$ cat src/rtl/alu_load_sequencer.sv
// Single-button load sequencer for a registered ALU datapath: debounces one pushbutton and
// steps the operand A / operand B / opcode / result load strobes, one stage per press.
module alu_load_sequencer #(
   parameter int DEBOUNCE_CYCLES = 500000,
   parameter int SETTLE_CYCLES   = 2
) (
   input  logic       clk,
   input  logic       rst_n,
   input  logic       btn_n,
   input  logic       abort,
   output logic       enA,
   output logic       enB,
   output logic       enO,
   output logic       enS,
   output logic [1:0] step,
   output logic       busy,
   output logic       result_valid
);

   localparam int DW = $clog2(DEBOUNCE_CYCLES) + 1;
   localparam int SW = $clog2(SETTLE_CYCLES) + 1;
   localparam logic [DW-1:0] DB_TERM   = DW'(DEBOUNCE_CYCLES - 1);
   localparam logic [SW-1:0] SETTLE_LD = SW'(SETTLE_CYCLES - 1);

   localparam logic [1:0] S_WAIT_A = 2'd0;
   localparam logic [1:0] S_WAIT_B = 2'd1;
   localparam logic [1:0] S_WAIT_O = 2'd2;
   localparam logic [1:0] S_SETTLE = 2'd3;

   logic [1:0]    btn_sync_q;
   logic [1:0]    abort_sync_q;
   logic          stable_q, stable_d;
   logic          stable_prev_q;
   logic          press_q;
   logic [DW-1:0] db_cnt_q, db_cnt_d;
   logic [1:0]    state_q, state_d;
   logic [SW-1:0] settle_q, settle_d;
   logic          ena_q, ena_d;
   logic          enb_q, enb_d;
   logic          eno_q, eno_d;
   logic          ens_q, ens_d;
   logic          busy_q, busy_d;
   logic          rv_q, rv_d;

   // Debounce: a new level is accepted only after it has persisted DEBOUNCE_CYCLES clocks
   always_comb begin
      stable_d = stable_q;
      db_cnt_d = db_cnt_q;
      if (btn_sync_q[1] == stable_q) begin
         db_cnt_d = {DW{1'b0}};
      end else if (db_cnt_q >= DB_TERM) begin
         stable_d = btn_sync_q[1];
         db_cnt_d = {DW{1'b0}};
      end else begin
         db_cnt_d = db_cnt_q + DW'(1);
      end
   end

   // Sequencer next state; abort overrides any press seen in the same cycle
   always_comb begin
      state_d  = state_q;
      settle_d = settle_q;
      ena_d    = 1'b0;
      enb_d    = 1'b0;
      eno_d    = 1'b0;
      ens_d    = 1'b0;
      rv_d     = rv_q;
      if (abort_sync_q[1]) begin
         state_d  = S_WAIT_A;
         settle_d = {SW{1'b0}};
         rv_d     = 1'b0;
      end else begin
         if (ens_q) begin
            rv_d = 1'b1;
         end else begin
            rv_d = rv_q;
         end
         case (state_q)
            S_WAIT_A: begin
               if (press_q) begin
                  ena_d   = 1'b1;
                  rv_d    = 1'b0;
                  state_d = S_WAIT_B;
               end else begin
                  state_d = S_WAIT_A;
               end
            end
            S_WAIT_B: begin
               if (press_q) begin
                  enb_d   = 1'b1;
                  state_d = S_WAIT_O;
               end else begin
                  state_d = S_WAIT_B;
               end
            end
            S_WAIT_O: begin
               if (press_q) begin
                  eno_d    = 1'b1;
                  settle_d = SETTLE_LD;
                  state_d  = S_SETTLE;
               end else begin
                  state_d = S_WAIT_O;
               end
            end
            S_SETTLE: begin
               // Presses arriving here are dropped on purpose, not queued
               if (settle_q == {SW{1'b0}}) begin
                  ens_d   = 1'b1;
                  state_d = S_WAIT_A;
               end else begin
                  settle_d = settle_q - SW'(1);
               end
            end
            default: begin
               state_d  = S_WAIT_A;
               settle_d = {SW{1'b0}};
            end
         endcase
      end
      busy_d = (state_d == S_SETTLE);
   end

   // Synchronizers, debounce state and press edge detector
   always_ff @(posedge clk or negedge rst_n) begin
      if (!rst_n) begin
         btn_sync_q    <= 2'b11;
         abort_sync_q  <= 2'b00;
         stable_q      <= 1'b1;
         stable_prev_q <= 1'b1;
         press_q       <= 1'b0;
         db_cnt_q      <= {DW{1'b0}};
      end else begin
         btn_sync_q    <= {btn_sync_q[0], btn_n};
         abort_sync_q  <= {abort_sync_q[0], abort};
         stable_q      <= stable_d;
         stable_prev_q <= stable_q;
         press_q       <= stable_prev_q & ~stable_q;
         db_cnt_q      <= db_cnt_d;
      end
   end

   // Sequencer state and registered outputs
   always_ff @(posedge clk or negedge rst_n) begin
      if (!rst_n) begin
         state_q  <= S_WAIT_A;
         settle_q <= {SW{1'b0}};
         ena_q    <= 1'b0;
         enb_q    <= 1'b0;
         eno_q    <= 1'b0;
         ens_q    <= 1'b0;
         busy_q   <= 1'b0;
         rv_q     <= 1'b0;
      end else begin
         state_q  <= state_d;
         settle_q <= settle_d;
         ena_q    <= ena_d;
         enb_q    <= enb_d;
         eno_q    <= eno_d;
         ens_q    <= ens_d;
         busy_q   <= busy_d;
         rv_q     <= rv_d;
      end
   end

   assign enA          = ena_q;
   assign enB          = enb_q;
   assign enO          = eno_q;
   assign enS          = ens_q;
   assign step         = state_q;
   assign busy         = busy_q;
   assign result_valid = rv_q;

endmodule

$ cat config.mk
export PLATFORM = sky130hd
export DESIGN_NAME = alu_load_sequencer
export DESIGN_NICKNAME = d
export VERILOG_FILES = /design/src/rtl/alu_load_sequencer.sv
export SDC_FILE = /design/constraint.sdc
export NUM_CORES = 1
export LEC_CHECK = 0
export BUFFER_PORTS_ARGS = -buffer_cell sky130_fd_sc_hd__buf_2
export CAP_MARGIN = 20
export CORE_UTILIZATION = 55
export CTS_BUF_LIST = sky130_fd_sc_hd__clkbuf_8
export DETAILED_ROUTE_END_ITERATION = 8
export PLACE_DENSITY = 0.74
export SLEW_MARGIN = 40
export SYNTH_ARGS = -nofsm -noshare
export SYNTH_HDL_FRONTEND = slang
export SYNTH_SLANG_ARGS = --single-unit
export TNS_END_PERCENT = 10
$ cat constraint.sdc
create_clock -name clk -period 4 [get_ports clk]
set_clock_uncertainty 0.15 [all_clocks]
set_input_delay 0.2 -clock clk [delete_from_list [all_inputs] [get_ports clk]]
set_output_delay 0.2 -clock clk [all_outputs]
set_load 0.01 [all_outputs]
==> impl_results.md <==
- DR vias: 1226
- Cts bufs inserted: 5
- Ranking of synthesized cells by area: dfrtp_1 (49%), dfstp_2 (6.2%), nor3_1 (4.4%)
- VDD IR max: 0.291 mV
- DR DRC count: 0
- Vias/cell: 5.87
- Number of synthesized flops with an enable pin: 0
- Top-area cell type share of the netlist area: 0.487
- Starting density of the core: 0.599
- Gp weighted congestion: 0.838
- Post-synthesis sequential area ratio: 0.549
- Setup Crit Path Kind: register to register
- GRT overflow: 0
- Tmin final: 2.40 ns
- Number of global-route vias before repair: 1182
- Rel. slew slack: 0.517
- Largest area contributor in the netlist: dfrtp_1
- Power density over the cells: 393 nW/µm²
- Worst Path Max Fanout: 11
- Antenna cells: 0
- Die Width: 57.5 µm
- RSZ-0062 raised after global routing: no
- Hold Path Depth: 0
- Post-Syn Area: 1690 µm²
- CTS Buffer Depth: 2
- R2r setup slk: 1.60 ns
- Clock Sink Count: 37
- # fillers: 219
- Critical Path End Type: register
- Final Hold Fails: 0
- Initial DRC count: 39
- Fmax: 417 MHz
- Routed Antenna Nets: 0
- First-pass GRT wire length: 5010 µm
- Arrival time of the worst setup path: 2.40 ns
- IO buf count: 11
- Final Slew Violations: 0
- Async set or reset register ratio after synthesis: 1.00
- Die area: 3310 µm²
- Setup WS pre-CTS: 1.66 ns
- Clk_lat worst skew: 0.28 ns
- Detailed Route WL: 2920 µm
- H-tree Lvls: 2
- Required @ worst endpoint: 4.00 ns
- CTS Root Cell: clkbuf_8
- Share of post-route cells with drive strength above 1: 0.140
- Io pins: 12
- Setup crit start: db_cnt_q[0]$_DFF_PN0_
- Initial antenna violation count: 0
- Commonest non-fill, non-tap cell in the layout: dfrtp_1
- CTS tree: built
- Max stage delay on crit path: 0.62 ns
- Nets@finish: 183
- # setup viols final: 0
- Worst path bufs/invs: 1
- Gr usage total: 0.199
- Most frequent cells in the layout: dfrtp_1 (33), nor3_1 (15), nand2_1 (14)
- Clock transition at path regs: 0.07 ns
- Rows: 19
- Max cap viols: 0
- Worst Setup Slack, final: 1.60 ns
- Outcome: finished, final reports clean
- Leakage Power: 0.000809 µW
- Hold_sp: abort_sync_q[0]$_DFF_PN0_
- Number of synthesized register bits: 37
- Cells after Synth: 162
- Reg2Reg Depth: 6
- Worst hold path class: register to register
- Prevailing post-synth register cell: dfrtp_1
- Synth warnings: 0
- Die H: 57.5 µm
- WP depth: 6
- Core region area: 2830 µm²
- Tightest Pin Transition: 0.725 ns
- HPWL Detailed: 1990 µm
- Slowest CP cell: a21oi_1
- Largest net degree at the start of global routing: 38
- Final TNS setup: 0 ns
- Layout area overhead: 12.9%
- Delay-heaviest family, CP: compound AO/OA/AOI/OAI gates
- Avg WL per Cell: 14.0 µm
- Post-cts sizing count: 0
- Critical path launch point type: register
- Critical path, cell by cell: ha_1, and4_1, o211ai_1, a21oi_1, buf_4, nor3_1
- R2r startpoint: db_cnt_q[0]$_DFF_PN0_
- Distinct cell type count after synthesis: 43
- Syn_nets: 168
- Pre-antenna DRT Iters: 4
- Fin crit share: 0.600
- Avg Cell Area, Syn: 10.5 µm²
-- final cells by class --
| type | count | area, µm² | area share |
|---|---|---|---|
| clock buffer | 6 | 82.6 | 0.0432 |
| clock inverter | 2 | 33.8 | 0.0177 |
| inverter | 7 | 26.3 | 0.0137 |
| multi-input combinational | 111 | 706 | 0.369 |
| sequential | 37 | 931 | 0.487 |
| tap | 31 | 38.8 | 0.0203 |
| timing repair buffer | 15 | 95.1 | 0.0497 |
-- per-layer routing --
layer,global-route usage,vias up,part of all wire
li1,-,614,-
met1,0.253,594,0.50
met2,0.322,14,0.46
met3,0.0658,4,0.031
met4,0.0662,0,0.0086
met5,0,-,0
-- sequential cells by signal (all words and copies together), names as in the netlist --
signal / count
btn_sync_q: 2
busy: 1
enS: 1
stable_q: 1
stable_prev_q: 1
enO: 1
abort_sync_q: 2
step: 2
settle_q: 2
press_q: 1
db_cnt_q: 20
enA: 1
enB: 1
result_valid: 1
-- report_power, final --
group          internal [µW]  switching [µW]  total (µW)
combinational           13.3            21.7        35.0
sequential               386            11.3         397
clock                    200             119         319
-- Yosys cell counts (2+ instances only) --
master	count
nor3_1	15
clkbuf_1	5
xor2_1	6
and3_1	4
inv_1	7
a21oi_1	2
xnor2_1	6
nand3_1	6
nand2b_1	2
or3_1	7
dfrtp_1	33
ha_1	2
nand2_1	14
a22oi_1	2
a211oi_1	4
dfstp_2	4
nor4_1	2
nor3b_1	5
nor2_1	6
o21ai_0	5
nand4_1	2
a221oi_1	2
-- kinds of logic after synthesis --
group,Yosys count,share of synthesized area
compound gates,24,0.100
xor+xnor,12,0.0620
fa+ha+maj,2,0.0148
buf+inv,14,0.0340
flops,37,0.549
mux,1,0.00591
other cells,1,0.00221
simple gates,71,0.231
-- timing repair --
item                      CTS  global route
buffers inserted            0             0
hold buffers                3             0
hold endpoints to repair   35             0
-- final timing paths --
check | end
worst min register to register | abort_sync_q[1]$_DFF_PN0_
min in group asynchronous | db_cnt_q[15]$_DFF_PN0_
worst min-delay path | abort_sync_q[1]$_DFF_PN0_
max in group asynchronous | btn_sync_q[1]$_DFF_PN1_
worst max register to register | db_cnt_q[8]$_DFF_PN0_
worst max-delay path | db_cnt_q[8]$_DFF_PN0_
-- stage by stage --
stage	std cells	util	hold slack [ns]	total power, µW	area [µm²]
floorplan	162	-	-0.246	421	1690
detailed placement	198	0.624	0.156	437	1760
finish	209	0.676	0.205	752	1910
CTS	209	0.675	0.207	761	1910
global placement	198	0.624	0.155	435	1760
global route	209	0.676	0.215	781	1910
Note: power is estimated with default switching activity, not from simulation.
